`src/rtl/script_pkg.sv`:
```
// Shared definitions for the script executor: opcodes, instruction field layout,
// feedback-select codes, FSM state encoding and operate-byte formation.
package script_pkg;

    localparam logic [2:0] OP_ACT   = 3'd0;
    localparam logic [2:0] OP_TGT   = 3'd1;
    localparam logic [2:0] OP_WAITC = 3'd2;
    localparam logic [2:0] OP_WAITT = 3'd3;
    localparam logic [2:0] OP_JMP   = 3'd4;
    localparam logic [2:0] OP_JMPU  = 3'd5;
    localparam logic [2:0] OP_ILL   = 3'd6;
    localparam logic [2:0] OP_END   = 3'd7;

    localparam int OPC_LSB   = 0;
    localparam int OPC_MSB   = 2;
    localparam int SUB_LSB   = 3;
    localparam int SUB_MSB   = 4;
    localparam int POL_BIT   = 5;
    localparam int ARG_LSB   = 8;
    localparam int ARG_MSB   = 15;
    localparam int THROW_BIT = 7;

    localparam logic [7:0] OPERATE_THROW = 8'h10;

    localparam logic [1:0] SEL_FRONT      = 2'd0;
    localparam logic [1:0] SEL_HAND       = 2'd1;
    localparam logic [1:0] SEL_PROCESSING = 2'd2;
    localparam logic [1:0] SEL_MACHINE    = 2'd3;

    localparam logic [2:0] ST_IDLE      = 3'd0;
    localparam logic [2:0] ST_FETCH     = 3'd1;
    localparam logic [2:0] ST_DECODE    = 3'd2;
    localparam logic [2:0] ST_HOLD      = 3'd3;
    localparam logic [2:0] ST_WAIT_COND = 3'd4;
    localparam logic [2:0] ST_WAIT_TIME = 3'd5;
    localparam logic [2:0] ST_DONE      = 3'd6;

    typedef struct packed {
        logic [7:0] arg;
        logic       pol;
        logic [1:0] sub;
        logic [2:0] opc;
    } instr_t;

    function automatic logic [7:0] operate_byte(input logic [1:0] sub, input logic [7:0] arg);
        if (arg[THROW_BIT]) begin
            return OPERATE_THROW;
        end
        return 8'h01 << sub;
    endfunction

endpackage

```
`src/rtl/script_decoder.sv`:
```
// Combinational instruction split, feedback-signal select/compare and
// operate-byte formation for the script executor.
module script_decoder
    import script_pkg::*;
(
    input  logic [15:0] script,
    input  logic [3:0]  sig,
    output logic [2:0]  opc,
    output logic [7:0]  arg,
    output logic        cond_met,
    output logic [7:0]  operate
);

    instr_t instr;
    logic   selected;
    logic   unused_reserved;

    always_comb begin
        instr.opc = script[OPC_MSB:OPC_LSB];
        instr.sub = script[SUB_MSB:SUB_LSB];
        instr.pol = script[POL_BIT];
        instr.arg = script[ARG_MSB:ARG_LSB];
    end

    // Bits between the polarity flag and the argument byte carry no meaning.
    assign unused_reserved = ^script[ARG_LSB-1:POL_BIT+1];

    always_comb begin
        selected = sig[0];
        case (instr.sub)
            SEL_FRONT:      selected = sig[0];
            SEL_HAND:       selected = sig[1];
            SEL_PROCESSING: selected = sig[2];
            SEL_MACHINE:    selected = sig[3];
            default:        selected = sig[0];
        endcase
    end

    assign opc      = instr.opc;
    assign arg      = instr.arg;
    assign cond_met = (selected == instr.pol);
    assign operate  = operate_byte(instr.sub, instr.arg);

endmodule

```
`src/rtl/script_executor.sv`:
```
// Script interpreter: walks the script memory, issues operate/target bytes to
// the UART send stage and gates progress on feedback signals and 1 ms ticks.
module script_executor
    import script_pkg::*;
#(
    parameter int HOLD_CYCLES = 16,
    parameter int TIMEOUT_MS  = 5000,
    parameter int PC_W        = 8
) (
    input  logic            clock,
    input  logic            reset,
    input  logic            start,
    input  logic            script_mode,
    input  logic [15:0]     script,
    input  logic            tick_ms,
    input  logic            sig_front,
    input  logic            sig_hand,
    input  logic            sig_processing,
    input  logic            sig_machine,
    output logic [PC_W-1:0] pc,
    output logic [7:0]      data_operate,
    output logic [7:0]      data_target,
    output logic            running,
    output logic            done,
    output logic            error
);

    localparam int               HC_W        = $clog2(HOLD_CYCLES + 1);
    localparam logic [HC_W-1:0]  HOLD_LAST   = HC_W'(HOLD_CYCLES - 1);
    localparam logic [HC_W-1:0]  HOLD_GAP    = HC_W'(HOLD_CYCLES);
    localparam logic [15:0]      TIMEOUT_LIM = 16'(TIMEOUT_MS);
    localparam logic [PC_W-1:0]  PC_LAST     = '1;

    logic [2:0]      state;
    logic            start_q;
    logic            start_rise;
    logic [3:0]      sig_q;
    logic [HC_W-1:0] hold_cnt;
    logic [15:0]     ms_cnt;
    logic [15:0]     ms_inc;
    logic [2:0]      opc;
    logic [7:0]      arg;
    logic            cond_met;
    logic [7:0]      operate;
    logic            step;

    script_decoder u_decoder (
        .script   (script),
        .sig      (sig_q),
        .opc      (opc),
        .arg      (arg),
        .cond_met (cond_met),
        .operate  (operate)
    );

    assign start_rise = start & ~start_q;
    assign ms_inc     = (ms_cnt == 16'hFFFF) ? ms_cnt : ms_cnt + 16'd1;

    // step: current instruction finished, fall through to pc+1 (or end of memory).
    always_comb begin
        step = 1'b0;
        case (state)
            ST_DECODE: begin
                case (opc)
                    OP_TGT:   step = 1'b1;
                    OP_WAITT: step = (arg == 8'd0);
                    OP_JMP:   step = !cond_met;
                    default:  step = 1'b0;
                endcase
            end
            ST_HOLD:      step = (hold_cnt == HOLD_GAP);
            ST_WAIT_COND: step = cond_met;
            ST_WAIT_TIME: step = tick_ms && (ms_inc >= {8'd0, arg});
            default:      step = 1'b0;
        endcase
    end

    always_ff @(posedge clock) begin
        if (reset) begin
            state        <= ST_IDLE;
            start_q      <= 1'b0;
            sig_q        <= '0;
            hold_cnt     <= '0;
            ms_cnt       <= '0;
            pc           <= '0;
            data_operate <= '0;
            data_target  <= '0;
            running      <= 1'b0;
            done         <= 1'b0;
            error        <= 1'b0;
        end else begin
            start_q <= start;
            sig_q   <= {sig_machine, sig_processing, sig_hand, sig_front};
            if (script_mode) begin
                state        <= ST_IDLE;
                running      <= 1'b0;
                data_operate <= '0;
                pc           <= '0;
            end else begin
                case (state)
                    ST_IDLE: begin
                        if (start_rise) begin
                            state   <= ST_FETCH;
                            pc      <= '0;
                            done    <= 1'b0;
                            error   <= 1'b0;
                            running <= 1'b1;
                        end
                    end
                    ST_FETCH: state <= ST_DECODE;
                    ST_DECODE: begin
                        hold_cnt <= '0;
                        ms_cnt   <= '0;
                        case (opc)
                            OP_ACT: begin
                                data_operate <= operate;
                                state        <= ST_HOLD;
                            end
                            OP_TGT:   data_target <= {2'b00, arg[5:0]};
                            OP_WAITC: state <= ST_WAIT_COND;
                            OP_WAITT: state <= ST_WAIT_TIME;
                            OP_JMP: begin
                                if (cond_met) begin
                                    pc    <= PC_W'(arg);
                                    state <= ST_FETCH;
                                end
                            end
                            OP_JMPU: begin
                                pc    <= PC_W'(arg);
                                state <= ST_FETCH;
                            end
                            OP_ILL: begin
                                error <= 1'b1;
                                state <= ST_DONE;
                            end
                            OP_END: state <= ST_DONE;
                        endcase
                    end
                    // Operate byte is live for HOLD_CYCLES, then one idle cycle before moving on.
                    ST_HOLD: begin
                        if (hold_cnt == HOLD_LAST) begin
                            data_operate <= '0;
                            hold_cnt     <= HOLD_GAP;
                        end else if (hold_cnt != HOLD_GAP) begin
                            hold_cnt <= hold_cnt + HC_W'(1);
                        end
                    end
                    ST_WAIT_COND: begin
                        if (!cond_met && tick_ms) begin
                            if (ms_inc >= TIMEOUT_LIM) begin
                                error <= 1'b1;
                                state <= ST_DONE;
                            end else begin
                                ms_cnt <= ms_inc;
                            end
                        end
                    end
                    ST_WAIT_TIME: begin
                        if (tick_ms) begin
                            ms_cnt <= ms_inc;
                        end
                    end
                    ST_DONE: begin
                        running      <= 1'b0;
                        done         <= ~error;
                        data_operate <= '0;
                        state        <= ST_IDLE;
                    end
                    default: state <= ST_IDLE;
                endcase
                if (step) begin
                    if (pc == PC_LAST) begin
                        state <= ST_DONE;
                    end else begin
                        pc    <= pc + PC_W'(1);
                        state <= ST_FETCH;
                    end
                end
            end
        end
    end

endmodule

```
`config.mk`:
```
export PLATFORM = sky130hd
export DESIGN_NAME = script_executor
export DESIGN_NICKNAME = d
export VERILOG_FILES = /design/src/rtl/script_pkg.sv /design/src/rtl/script_decoder.sv /design/src/rtl/script_executor.sv
export SDC_FILE = /design/constraint.sdc
export NUM_CORES = 1
export LEC_CHECK = 0
export CORE_MARGIN = 1
export CORE_UTILIZATION = 25
export DETAILED_ROUTE_END_ITERATION = 7
export SLEW_MARGIN = 15
export SYNTH_ARGS = -nofsm -noshare
export SYNTH_HDL_FRONTEND = slang
export SYNTH_SLANG_ARGS = --single-unit
```
`constraint.sdc`:
```
create_clock -name clock -period 4.5 [get_ports clock]
set_input_delay 0.9 -clock clock [delete_from_list [all_inputs] [get_ports clock]]
set_output_delay 0.9 -clock clock [all_outputs]
set_load 0.02 [all_outputs]
```
== After elaboration in Yosys (flattened, before gate mapping) ==
Index checks and enable logic that the tools add are counted.

* Register bits after elaboration: 54
* Latch bits: 0
* Bits in writable memories: 0
* Memory bits (read-only): 0
* Input port bits: 25
* Output and inout bits: 27
* Memories: 0

* $add $sub $neg: 3
* Multipliers: 0
* Divide/modulo/power cells: 0
* Magnitude comparators: 2
* Equality and inequality tests: 37
* Shift-type cells: 1
* Multiplexer cells: 39
* Bitwise logic cells: 4
* Reductions and logical operators: 23

{| class="wikitable"
|+ Operator list
! operator !! count
|-
| 16-bit 2-to-1 mux || 4
|-
| 8-bit 2-to-1 mux || 8
|-
| 16-bit one-hot mux with 3 select lines || 1
|-
| 8-bit one-hot mux with 2 select lines || 2
|-
| 8-bit one-hot mux with 3 select lines || 1
|-
| 3-bit == test, second input constant || 7
|-
| 3-bit 2-to-1 mux || 6
|-
| 3-bit one-hot mux with 6 select lines || 1
|-
| 16-bit by 1-bit adder with 16-bit output, second input constant || 1
|-
| 16-bit == test, second input constant || 1
|-
| 16-bit by 13-bit >= comparator with 1-bit output, second input constant || 1
|-
| 16-bit by 8-bit >= comparator with 1-bit output || 1
|-
| 3-bit one-hot mux with 5 select lines || 1
|-
| 3-bit by 2-bit == test with 1-bit output, second input constant || 4
|-
| 2-bit inequality test, second input constant || 6
|-
| 3-bit inequality test, second input constant || 4
|-
| 3-bit AND reduction || 4
|-
| 6-bit AND reduction || 2
|-
| 5-bit 2-to-1 mux || 2
|-
| 5-bit one-hot mux with 2 select lines || 1
|-
| 3-bit nonzero test || 3
|-
| 8-bit by 1-bit adder with 8-bit output, second input constant || 1
|-
| 8-bit == test, second input constant || 1
|-
| 8-bit logical NOT || 1
|-
| other kinds (26) || 45
|}

== Longest topological paths before layout ==
* Word-level depth: 8
* Mapped depth: 16

== By module ==
From an unflattened synthesis, not the netlist that was laid out.

* Cell total of the unflattened synthesis: 471
* Area, all modules: 3801.1 µm²

{| class="wikitable"
|+ Modules (own cells, without submodules)
! module !! instances !! cells an instance !! area an instance (µm²)
|-
| script_executor || 1 || 449 || 3623.5
|-
| script_decoder || 1 || 22 || 177.7
|}

== Least setup slack after synthesis ==
Ideal clock, no wire load.

* Path kind: reg2reg
* Start point: register ms_cnt[1]
* End point: register state[0]
* Setup time: 0.072 ns
* Data arrival time: 3.223 ns
* Data required time: 4.428 ns
* Path slack: 1.205 ns
* Cell stages (with the launch flop): 16
* Buffers on the path: 1
* Cell sequence: dfxtp_1 > ha_1 > and3_1 > clkbuf_1 > nand4_1 > nand2_1 > nor2_1 > xnor2_1 > ha_1 > a21o_1 > a21o_1 > a221oi_1 > o211a_1 > a21oi_1 > a211oi_4 > mux2i_1

* Longest elaborated chain between the ends: 7
* Elaborated cells on any way between the ends: 15
* Classes of those cells: add/sub (1); order compare (2); eq/ne (7); mux (3); reduce/logical (2)

{| class="wikitable"
|+ Ends and longest elaborated chain
! what !! line !! text
|-
| from (decl) || script_executor.sv:39 || <nowiki>logic [15:0] ms_cnt;</nowiki>
|-
| from (signal assigned) || script_executor.sv:154 || <nowiki>ms_cnt <= ms_inc;</nowiki>
|-
| from (signal assigned) || script_executor.sv:160 || <nowiki>ms_cnt <= ms_inc;</nowiki>
|-
| 16-bit by 1-bit adder with 16-bit output / 16-bit == test (equally long branches) || script_executor.sv:57 || <nowiki>assign ms_inc = (ms_cnt == 16'hFFFF) ? ms_cnt : ms_cnt + 16'd1;</nowiki>
|-
| 16-bit 2-to-1 mux (*) || script_executor.sv:57 ||
|-
| 16-bit by 8-bit >= comparator with 1-bit output || script_executor.sv:73 || <nowiki>ST_WAIT_TIME: step = tick_ms && (ms_inc >= {8'd0, arg});</nowiki>
|-
| 1-bit logical AND || script_executor.sv:73 ||
|-
| 1-bit one-hot mux with 4 select lines || script_executor.sv:62 || <nowiki>case (state)</nowiki>
|-
| 8-bit by 4-bit inequality test with 1-bit output (no line) (tied with other cells) || n/a ||
|-
| 6-bit AND reduction (no line) || n/a ||
|-
| to (signal assigned) || script_executor.sv:80 || <nowiki>state <= ST_IDLE;</nowiki>
|-
| to (signal assigned) || script_executor.sv:95 || <nowiki>state <= ST_IDLE;</nowiki>
|-
| to (signal assigned) || script_executor.sv:103 || <nowiki>state <= ST_FETCH;</nowiki>
|-
| to (decl) || script_executor.sv:34 || <nowiki>logic [2:0] state;</nowiki>
|}

Mark *: on every way between the ends. The rest lies on a longest branch, timed or not.
A chain may end at the register's enable or synchronous reset.

== Worst setup path in the final report ==
* Start point: register ms_cnt[1]
* End point: register pc[5]

* Longest elaborated chain between the ends: 6
* Elaborated cells on any way between the ends: 7
* Classes of those cells: add/sub (1); order compare (1); eq/ne (1); mux (3); reduce/logical (1)

{| class="wikitable"
|+ Ends and longest elaborated chain
! what !! line !! text
|-
| 16-bit by 1-bit adder with 16-bit output / 16-bit == test (equally long branches) || script_executor.sv:57 ||
|-
| 16-bit 2-to-1 mux (*) || script_executor.sv:57 ||
|-
| 16-bit by 8-bit >= comparator with 1-bit output (*) || script_executor.sv:73 ||
|-
| 1-bit logical AND (*) || script_executor.sv:73 ||
|-
| 1-bit one-hot mux with 4 select lines (*) || script_executor.sv:62 ||
|-
| 8-bit 2-to-1 mux (*) || script_executor.sv:171 || <nowiki>if (step) begin</nowiki>
|-
| to (signal assigned) || script_executor.sv:124 || <nowiki>pc <= PC_W'(arg);</nowiki>
|-
| to (signal assigned) || script_executor.sv:129 || <nowiki>pc <= PC_W'(arg);</nowiki>
|-
| to (signal assigned) || script_executor.sv:175 || <nowiki>pc <= pc + PC_W'(1);</nowiki>
|-
| to (decl) || script_executor.sv:20 || <nowiki>output logic [PC_W-1:0] pc,</nowiki>
|}

Marks and branches as above.

==> key figures <==
Placed design
  • PortBufs: 44
  • Gpl congestion: 0.891
  • Post-DP HPWL: between 8000 and 9000 µm

Pwr
  • Sw Ratio: a little under a third
  • Flop pwr share: between 40% and 50%
  • Power share of the clock group: approximately a third
  • P_sw: 0.322 mW
  • Combinational power share: between 20% and 30%
  • Leak pwr: about 1.7 nW
  • Int Pwr: ~0.75 mW
  • Pwr/cell area: ~240 mW/mm²
  • Max VDD drop: 0.130 mV

Route
  • Initial DRC Count: roughly 300
  • Via density: 5.57
  • Drt drc: 0
  • WL per Instance: between 15 and 20 µm
  • Routed WL: 11300 µm
  • Vias: between 3000 and 4000
  • DRT Pass-1 Iters: 6
  • Detail Route Antenna Nets: 0

Synth
  • Mapped Avg Cell Area: just under 8 µm²
  • Number of synthesized flops with an enable pin: 0
  • Yosys reg bits: between 50 and 60
  • Post-Syn Area: between 0.003 and 0.004 mm²
  • Netlist cell types: 76
  • Register area share after synthesis: a little over a quarter
  • Synth Warn #: 0
  • Async S/R FF share, synth: 0%
  • Main synth FF type: dfxtp_1
  • Syn Inst Count: 490

GRT
  • GRT overflow: 0
  • M2 GR Usage: between 20% and 30%
  • Largest net degree at the start of global routing: 33
  • Met1 usage: around a fifth
  • Met3 global-route usage: approximately 2.2%
  • GRT Overall Usage: about 14%
  • First-pass GRT wire length: between 15000 and 20000 µm
  • Vias in the first global route: 3632
  • Global route hottest layer: met2
  • Initial antenna violation count: 0

Timing
  • RSZ-0062 raised after global routing: false
  • Final Skew: about 6.5 ps
  • Final Hold Violating Endpoints: 0
  • Slew margin rel.: a little over two fifths
  • F_max: 266 MHz
  • Min Hold Slack: between 400 and 500 ps
  • Total negative slack: 0 ps
  • Worst slew pin tran: 869 ps
  • Max-slew violations: 0
  • Final setup vio count: 0
  • Final worst path period need: 3760 ps
  • Final worst path period share: 83.5%

Setup path
  • Reg2Reg Setup Slack: 740 ps
  • Worst Path Required: ~4700 ps
  • Crit path DAT: 3920 ps
  • CP max FO: 14
  • Crit end category: flip-flop
  • CP Launch Type: flip-flop
  • Critical Setup Path Class: flip-flop to flip-flop

Worst hold path
  • Min-Delay Path Class: flip-flop to flip-flop

Finish
  • Share of cells above drive strength 1: between 6 and 7%
  • Area Growth Syn to Fin: 17.1%
  • Fillcell total: between 1500 and 2000
  • # diodes: 0
  • Nets: roughly 560

Clock network
  • Longest Clk Path Bufs: 2
  • CTS resizes: 0
  • Cts hold-fix bufs: 0
  • Post-CTS Setup Bufs: 0
  • CTS clk-pin slew, worst paths: about 70 ps
  • H-Tree Depth: 2
  • Cts bufs inserted: 5
  • CTS sink cnt: between 50 and 60
  • CTS root buffer: clkbuf_16
  • Worst-skew pair later-pin latency: roughly 290 ps
  • CTS tree: yes

Floorplan
  • Die height: 126 µm
  • Starting density of the core: between 20% and 30%
  • Core area: ~0.015 mm²
  • IO Pins: 52
  • Die ar.: roughly 0.016 mm²
  • Std-Cell Rows: 45
  • Chip Width: about 130 µm

Status
  • Status: finished, final reports clean

Run
  • MaxCap Viol Count: 0
==> cell type report <==
| cell class | instances | area (µm²) | share of cell area (%) |
|---|---|---|---|
| Multi-Input combinational cell | 382 | 2570 | 56.6 |
| Sequential cell | 51 | 1020 | 22.5 |
| Timing Repair Buffer | 49 | 478 | 10.5 |
| Tap cell | 188 | 235 | 5.19 |
| Clock buffer | 7 | 133 | 2.93 |
| Inverter | 25 | 93.8 | 2.07 |
| Clock inverter | 1 | 5.00 | 0.110 |
==> critical path: stages (launching register included) <==
cell	delay, ps
dfxtp_1	430
ha_1	300
and3_1	320
nand4_1	160
nand2_1	200
nor2_1	110
xnor2_1	140
ha_1	300
a21o_1	160
a21o_1	180
a221oi_1	230
o211a_1	270
a21o_1	440
mux2i_1	280
a31oi_1	100
==> synth_stat cells (6+ instances only) <==
library cell  count  area share (%)
nor2_1           54             5.2
dfxtp_1          51              26
a21oi_1          35             4.5
nand2_1          33             3.2
nand3_1          25             3.2
inv_1            24             2.3
clkbuf_1         18             1.7
ha_1             17             5.5
o21ai_0          15             1.9
mux2i_1          13             3.4
nand4_1          12             1.9
nor2b_1          11             1.8
nor3_1           11             1.4
a31oi_1           9             1.5
nor4_1            9             1.5
xnor2_1           9             2.0
buf_4             8             1.6
a21o_1            7             1.4
a22oi_1           6             1.2
and3_1            6            0.97
and4_1            6             1.4
o32ai_1           6             1.4
==> power groups by stage <==
stage	Sequential (mW)	Clock, mW	Combinational, mW
floorplan	0.479	0	0.156
global placement	0.485	0	0.216
detailed placement	0.485	0	0.220
CTS	0.475	0.386	0.221
global route	0.476	0.407	0.242
finish	0.475	0.375	0.224
==> worst paths after layout <==
path,cells past startpoint,endpoint,startpoint
setup / recovery,14,pc[5],ms_cnt[1]
hold / removal,2,data_operate[3],data_operate[3]
setup reg to reg,14,pc[5],ms_cnt[1]
hold reg to reg,2,data_operate[3],data_operate[3]
==> registers in the layout, summed over array words and instances, names as in the netlist, 3 cells and up <==
register / cells
sig_q: 4
data_target: 6
data_operate: 5
state: 3
pc: 8
ms_cnt: 16
hold_cnt: 5
==> kinds of logic after synthesis <==
group                      Yosys count  share of synthesized area (%)
AOI/OAI and AO/OA                  137                           26.1
muxes                               17                           4.91
adders and majority gates           17                           5.49
buffers and inverters               61                           7.72
and+or+nand+nor                    195                           26.8
xor gates and xnor gates            11                           2.49
DFF                                 51                           26.4
other                                1                         0.0969
==> per-stage QoR <==
stage                     instances  setup WS [ps]  utilization [%]  instance area, µm²  power [mW]
final                           703            744             29.9                4530        1.07
after global routing            703            418             29.9                4530        1.13
after CTS                       703            783             29.9                4530        1.08
after detailed placement        695            630             29.0                4390       0.705
after global placement          695            655             29.0                4390       0.701
after floorplan                 494           1200                -                3890       0.635
==> routing by layer <==
layer | routed length (µm) | part of all wire (%) | vias to the layer above
li1 | - | - | 1882
met2 | 4970 | 44 | 158
met3 | 753 | 6.6 | 16
met1 | 5420 | 48 | 1860
met5 | 0 | 0 | -
met4 | 203 | 1.8 | 0
==> layout by cell type, fill, tap and decap left out, types with 5 or more instances in the layout <==
cell              n
nor2_1           54
dfxtp_1          51
clkdlybuf4s50_1  44
a21oi_1          35
nand2_1          33
nand3_1          25
inv_1            24
ha_1             17
o21ai_0          15
mux2i_1          13
nand4_1          12
nor3_1           11
nor2b_1          11
nor4_1            9
a31oi_1           9
xnor2_1           9
a21o_1            7
o32ai_1           6
and3_1            6
a22oi_1           6
and4_1            6
or3_1             5
o211ai_1          5
a22o_1            5
o21a_1            5
conb_1            5
clkbuf_16         5
buf_4             5
Note: power is estimated with default switching activity, not from simulation.
